[src/rtl/aes_pkg.sv]
// Shared AES definitions: FSM encoding, GF(2^8) reduction constant, state geometry,
// and the xtime primitive used by the column mixers.
package aes_pkg;

  typedef enum logic [1:0] {
    IDLE = 2'd0,
    BUSY = 2'd1,
    DONE = 2'd2
  } fsm_t;

  localparam logic [7:0] AES_POLY = 8'h1B;
  localparam int         COL_W    = 32;
  localparam int         NUM_COLS = 4;
  localparam int         STATE_W  = COL_W * NUM_COLS;

  // Multiply by x in GF(2^8), reducing by x^8+x^4+x^3+x+1.
  function automatic logic [7:0] xtime(input logic [7:0] b);
    return {b[6:0], 1'b0} ^ (b[7] ? AES_POLY : 8'h00);
  endfunction

endpackage

[src/rtl/inv_mix_column_word.sv]
// Combinational InvMixColumns on one 32-bit column (byte 0 = MSB), built from
// chained xtime only; zero latency, no flow control.
module inv_mix_column_word
  import aes_pkg::*;
(
  input  logic [COL_W-1:0] col_in,
  output logic [COL_W-1:0] col_out
);

  logic [7:0] b   [4];
  logic [7:0] m2  [4];
  logic [7:0] m4  [4];
  logic [7:0] m8  [4];
  logic [7:0] m09 [4];
  logic [7:0] m0b [4];
  logic [7:0] m0d [4];
  logic [7:0] m0e [4];

  always_comb begin
    for (int i = 0; i < 4; i++) begin
      b[i]   = col_in[COL_W-1-8*i -: 8];
      m2[i]  = xtime(b[i]);
      m4[i]  = xtime(m2[i]);
      m8[i]  = xtime(m4[i]);
      // 09 = 8+1, 0b = 8+2+1, 0d = 8+4+1, 0e = 8+4+2
      m09[i] = m8[i] ^ b[i];
      m0b[i] = m8[i] ^ m2[i] ^ b[i];
      m0d[i] = m8[i] ^ m4[i] ^ b[i];
      m0e[i] = m8[i] ^ m4[i] ^ m2[i];
    end
  end

  assign col_out[31:24] = m0e[0] ^ m0b[1] ^ m0d[2] ^ m09[3];
  assign col_out[23:16] = m09[0] ^ m0e[1] ^ m0b[2] ^ m0d[3];
  assign col_out[15:8]  = m0d[0] ^ m09[1] ^ m0e[2] ^ m0b[3];
  assign col_out[7:0]   = m0b[0] ^ m0d[1] ^ m09[2] ^ m0e[3];

endmodule

[src/rtl/inv_mix_columns_iter.sv]
// Iterative AES InvMixColumns: one column per cycle through a single shared mixer, result 4 clocks
// after accept; accepts only from IDLE and holds the result in DONE until out_ready.
module inv_mix_columns_iter
  import aes_pkg::*;
#(
  parameter int NB = NUM_COLS
) (
  input  logic                  clk,
  input  logic                  rst,
  input  logic                  in_valid,
  output logic                  in_ready,
  input  logic [COL_W*NB-1:0]   state_in,
  output logic                  out_valid,
  input  logic                  out_ready,
  output logic [COL_W*NB-1:0]   state_out
);

  localparam int SW = COL_W * NB;

  fsm_t          fsm_q, fsm_d;
  logic [1:0]    col_q, col_d;
  logic [SW-1:0] data_q, data_d;
  logic          in_ready_q, in_ready_d;
  logic          out_valid_q, out_valid_d;

  logic [COL_W-1:0] mix_in;
  logic [COL_W-1:0] mix_out;

  assign mix_in = data_q[SW-1-COL_W*int'(col_q) -: COL_W];

  inv_mix_column_word u_mix (
    .col_in  (mix_in),
    .col_out (mix_out)
  );

  always_comb begin
    fsm_d       = fsm_q;
    col_d       = col_q;
    data_d      = data_q;
    in_ready_d  = in_ready_q;
    out_valid_d = out_valid_q;
    case (fsm_q)
      IDLE: begin
        if (in_valid) begin
          data_d     = state_in;
          col_d      = 2'd0;
          fsm_d      = BUSY;
          in_ready_d = 1'b0;
        end
      end
      BUSY: begin
        // Column is rewritten in place; the counter wraps back to 0 after the last column.
        data_d[SW-1-COL_W*int'(col_q) -: COL_W] = mix_out;
        col_d = col_q + 2'd1;
        if (col_q == 2'(NB - 1)) begin
          fsm_d       = DONE;
          out_valid_d = 1'b1;
        end
      end
      DONE: begin
        if (out_ready) begin
          fsm_d       = IDLE;
          out_valid_d = 1'b0;
          in_ready_d  = 1'b1;
        end
      end
      default: begin
        fsm_d       = IDLE;
        in_ready_d  = 1'b1;
        out_valid_d = 1'b0;
      end
    endcase
  end

  always_ff @(posedge clk) begin
    if (rst) begin
      fsm_q       <= IDLE;
      col_q       <= 2'd0;
      data_q      <= '0;
      in_ready_q  <= 1'b1;
      out_valid_q <= 1'b0;
    end else begin
      fsm_q       <= fsm_d;
      col_q       <= col_d;
      data_q      <= data_d;
      in_ready_q  <= in_ready_d;
      out_valid_q <= out_valid_d;
    end
  end

  assign in_ready  = in_ready_q;
  assign out_valid = out_valid_q;
  assign state_out = data_q;

endmodule

[config.mk]
export PLATFORM = sky130hd
export DESIGN_NAME = inv_mix_columns_iter
export DESIGN_NICKNAME = d
export VERILOG_FILES = /design/src/rtl/aes_pkg.sv /design/src/rtl/inv_mix_column_word.sv /design/src/rtl/inv_mix_columns_iter.sv
export SDC_FILE = /design/constraint.sdc
export NUM_CORES = 1
export LEC_CHECK = 0
export ABC_AREA = 0
export CAP_MARGIN = 20
export CORE_ASPECT_RATIO = 0.7
export CORE_UTILIZATION = 48
export DETAILED_ROUTE_END_ITERATION = 7
export PLACE_DENSITY = 0.81
export SYNTH_ARGS = -nofsm -noshare
export SYNTH_HDL_FRONTEND = slang
export SYNTH_SLANG_ARGS = --single-unit
[constraint.sdc]
create_clock -name clk -period 4.3 [get_ports clk]
set_clock_uncertainty 0.15 [all_clocks]
set_input_delay 1.29 -clock clk [delete_from_list [all_inputs] [get_ports clk]]
set_output_delay 1.29 -clock clk [all_outputs]
set_load 0.005 [all_outputs]
==> results of run 1 <==
## logic make-up after synthesis
| group | count (synthesis) |
|---|---|
| xor gates and xnor gates | 193 |
| buffers and inverters | 95 |
| and+or+nand+nor | 307 |
| AOI/OAI and AO/OA | 145 |
| muxes | 32 |
| adders and majority gates | 4 |
| DFF | 134 |
## stage by stage
step	util, %	instances	hold slack, ns
final	68.2	1376	0.352
after global routing	68.2	1376	0.370
after CTS	68.2	1376	0.350
after detailed placement	64.9	1344	0.340
after global placement	64.9	1344	0.330
after floorplan	-	910	0.322
## tightest hold or removal path, delay by kind of cell, from the launching register on
family	cells	cell delay [ns]
AOI/OAI and AO/OA	1	0.07
and+or+nand+nor	1	0.06
DFF	1	0.33
## layer usage
layer  vias up  GRT usage [%]
met5         -              0
met4         0           13.1
met3       114           13.1
met2       816           55.6
met1      4269           50.4
li1       3763              -
## worst max-delay path by stage
stage	from	to	slack, ns	depth (start not counted)
global route	col_q[0]	state_out[29]	0.25	9
CTS	col_q[0]	state_out[29]	0.42	9
finish	col_q[0]	state_out[29]	0.38	9
global placement	col_q[0]	state_out[125]	0.54	9
detailed placement	col_q[0]	state_out[29]	0.47	9
floorplan	col_q[0]	state_out[20]	1.03	9
## state kept, by name (all words and copies together) (netlist names)
| signal | cells |
|---|---|
| fsm_q | 2 |
| out_valid | 1 |
| state_out | 128 |
| col_q | 2 |
| in_ready | 1 |
## cell usage in the layout (no fill, tap or decap), types with 8 or more instances in the layout
cell / n
a221oi_1: 84
xor2_1: 27
nand3_1: 28
dfxtp_1: 132
a31oi_1: 28
a221oi_2: 16
inv_8: 8
buf_4: 24
clkdlybuf4s50_1: 260
xnor3_1: 26
nor3_1: 101
clkbuf_16: 17
mux4_2: 32
nand2_1: 62
xnor2_1: 109
xnor2_2: 16
nor2_1: 109
## cell type report
| class | instances | area [um^2] |
|---|---|---|
| Clock inverter | 15 | 176 |
| Clock buffer | 17 | 425 |
| Tap cell | 236 | 295 |
| Multi-Input combinational cell | 681 | 5790 |
| Sequential cell | 134 | 2690 |
| Fill cell | 1361 | 5720 |
| Inverter | 3 | 11.3 |
| Timing Repair Buffer | 290 | 2900 |
## power breakdown
part	internal, W	switching [W]	leakage (nW)
registers	0.00140	0.000162	1.11
clock network	0.000839	0.000712	0.301
logic	0.00318	0.00421	3.13
==> reports/results.ini, run 1 <==
[status]
outcome = finished clean

[routing]
avgViaCountPerCell = 6.51
routed_wl_um = 35300
drt-pass1-iter-count = 6
top_layer_used = met4
wl_met3_um = 5130
antenna_left = 0
met2_length_um = 15300
met1Wirelength_um = 13800
drt_iter0_drc = 1412
vias = 8962
post-route-drc-count = 0
avgRoutedWirePerCell_um = 25.6

[setup_path]
path_delay_family = XOR/XNOR gates
cp_slowest_stage_delay_ns = 0.65
regToRegStartpoint = col_q[0]
start_kind = flip-flop
path_cells = buf_4, buf_4, mux4_2, xnor2_2, xor2_1, xnor3_1, xnor2_2, a221oi_1, nor3_1
end_kind = flip-flop
crit_required_ns = 4.45
critPathArrivalTime_ns = 4.07
path_buf_inv = 2
slowest_stage = mux4_2
r2r_cells = 9
cp_max_fo = 10
r2r_end = state_out[29]
regToRegSetupSlack_ns = 0.38
path_class = reg2reg

[logic_synthesis]
synth.distinct_cells = 31
async_reset_ff_share_pct = 0
synth_simple_gate_area_share_pct = 15.0
yosysSeqAreaShare_pct = 30.3
synthMuxAreaShare_pct = 8.15
yosysTopAreaCellShare_pct = 30.3
synth_edf_count = 0
avgSynthCellArea_um2 = 9.72
synth-adder-area-share_pct = 0.566
syn_area_um2 = 8840
synth.most_common_cell = dfxtp_1
yosys-top-cells-area = dfxtp_1 (30%), xnor2_1 (11%), a221oi_1 (8.3%)
synth_nets = 1046
ys_top_cells_by_count = dfxtp_1 (134), nor2_1 (109), xnor2_1 (109)
synth_compound_area_share_pct = 14.2
synth-seq-cells = 134
synth_flop_cell = dfxtp_1
yosysWarnings = 0
yosys.area.top_type = dfxtp_1
synth_top_family_by_area = XOR/XNOR gates
synthCells = 910
synth-xor-area-share_pct = 26.8

[floorplanning]
io_pins = 262
row_count = 41
die_y_um = 116
start_util_pct = 49.1
fp.coreArea_um2 = 18000
die_w_um = 164
fp.dieArea_um2 = 19000

[cells_and_area]
syn2layout_area_growth_pct = 38.9
finalInstanceArea_um2 = 12300
final_nets = 1263
diodes = 0
drive_above_1_share_pct = 12.6

[clock_network]
hold_buffers = 0
cts_tree = yes
clk_pin_slew_ns = 0.08
cts_buffers = 17
htreeDepth = 4
cts_root_buf = clkbuf_16
cts_resized = 0
cts_buffer_depth = 2
cts_setup_buffers = 0
clkLatencyLatePin_ns = 0.44
cts_sinks = 134

[power]
power_w = 0.0105
powerDensity_nw_per_um2 = 854
ir_drop_uv = 598
leakagePower_nw = 4.54

[place]
gp_congestion = 0.979
port_buffers = 261
dpl_worst_slack_ns = 0.472
postPlaceCellArea_um2 = 11700
place_hpwl_um = 25100

[global_routing]
grt_pass1_vias = 8795
antenna_found_initial = 0
grt_max_degree = 87
grt_pass1_wl_um = 52200
grtUsageTotal_pct = 37.4
grt-ovfl-total = 0

[worst_hold_path]
hold_path_class = reg2reg
hold_path_startpoint = state_out[107]
hold_path_end = state_out[107]
holdPathStages = 2

[timing]
rsz0062_at_grt = no
hold_viol = 0
fmax_mhz = 255
final-setup-viol-count = 0
worst_slack_ns = 0.380
min_period_ns = 3.92
final_max_slew_viol_count = 0
slew_headroom_pct = 21.0
worstMarginPinSlew_ns = 1.19
period_share_pct = 91.2
fin_setup_tns_ns = 0

[flow_run]
cap_violations = 0

(Power assumes the default switching activity.)
==> inputs of run 2 (changes only) <==
Settings changed: CAP_MARGIN 20 to not set.
==> results of run 2 <==
Same layout as run 1: the final DEF is identical, and so are final timing and power.
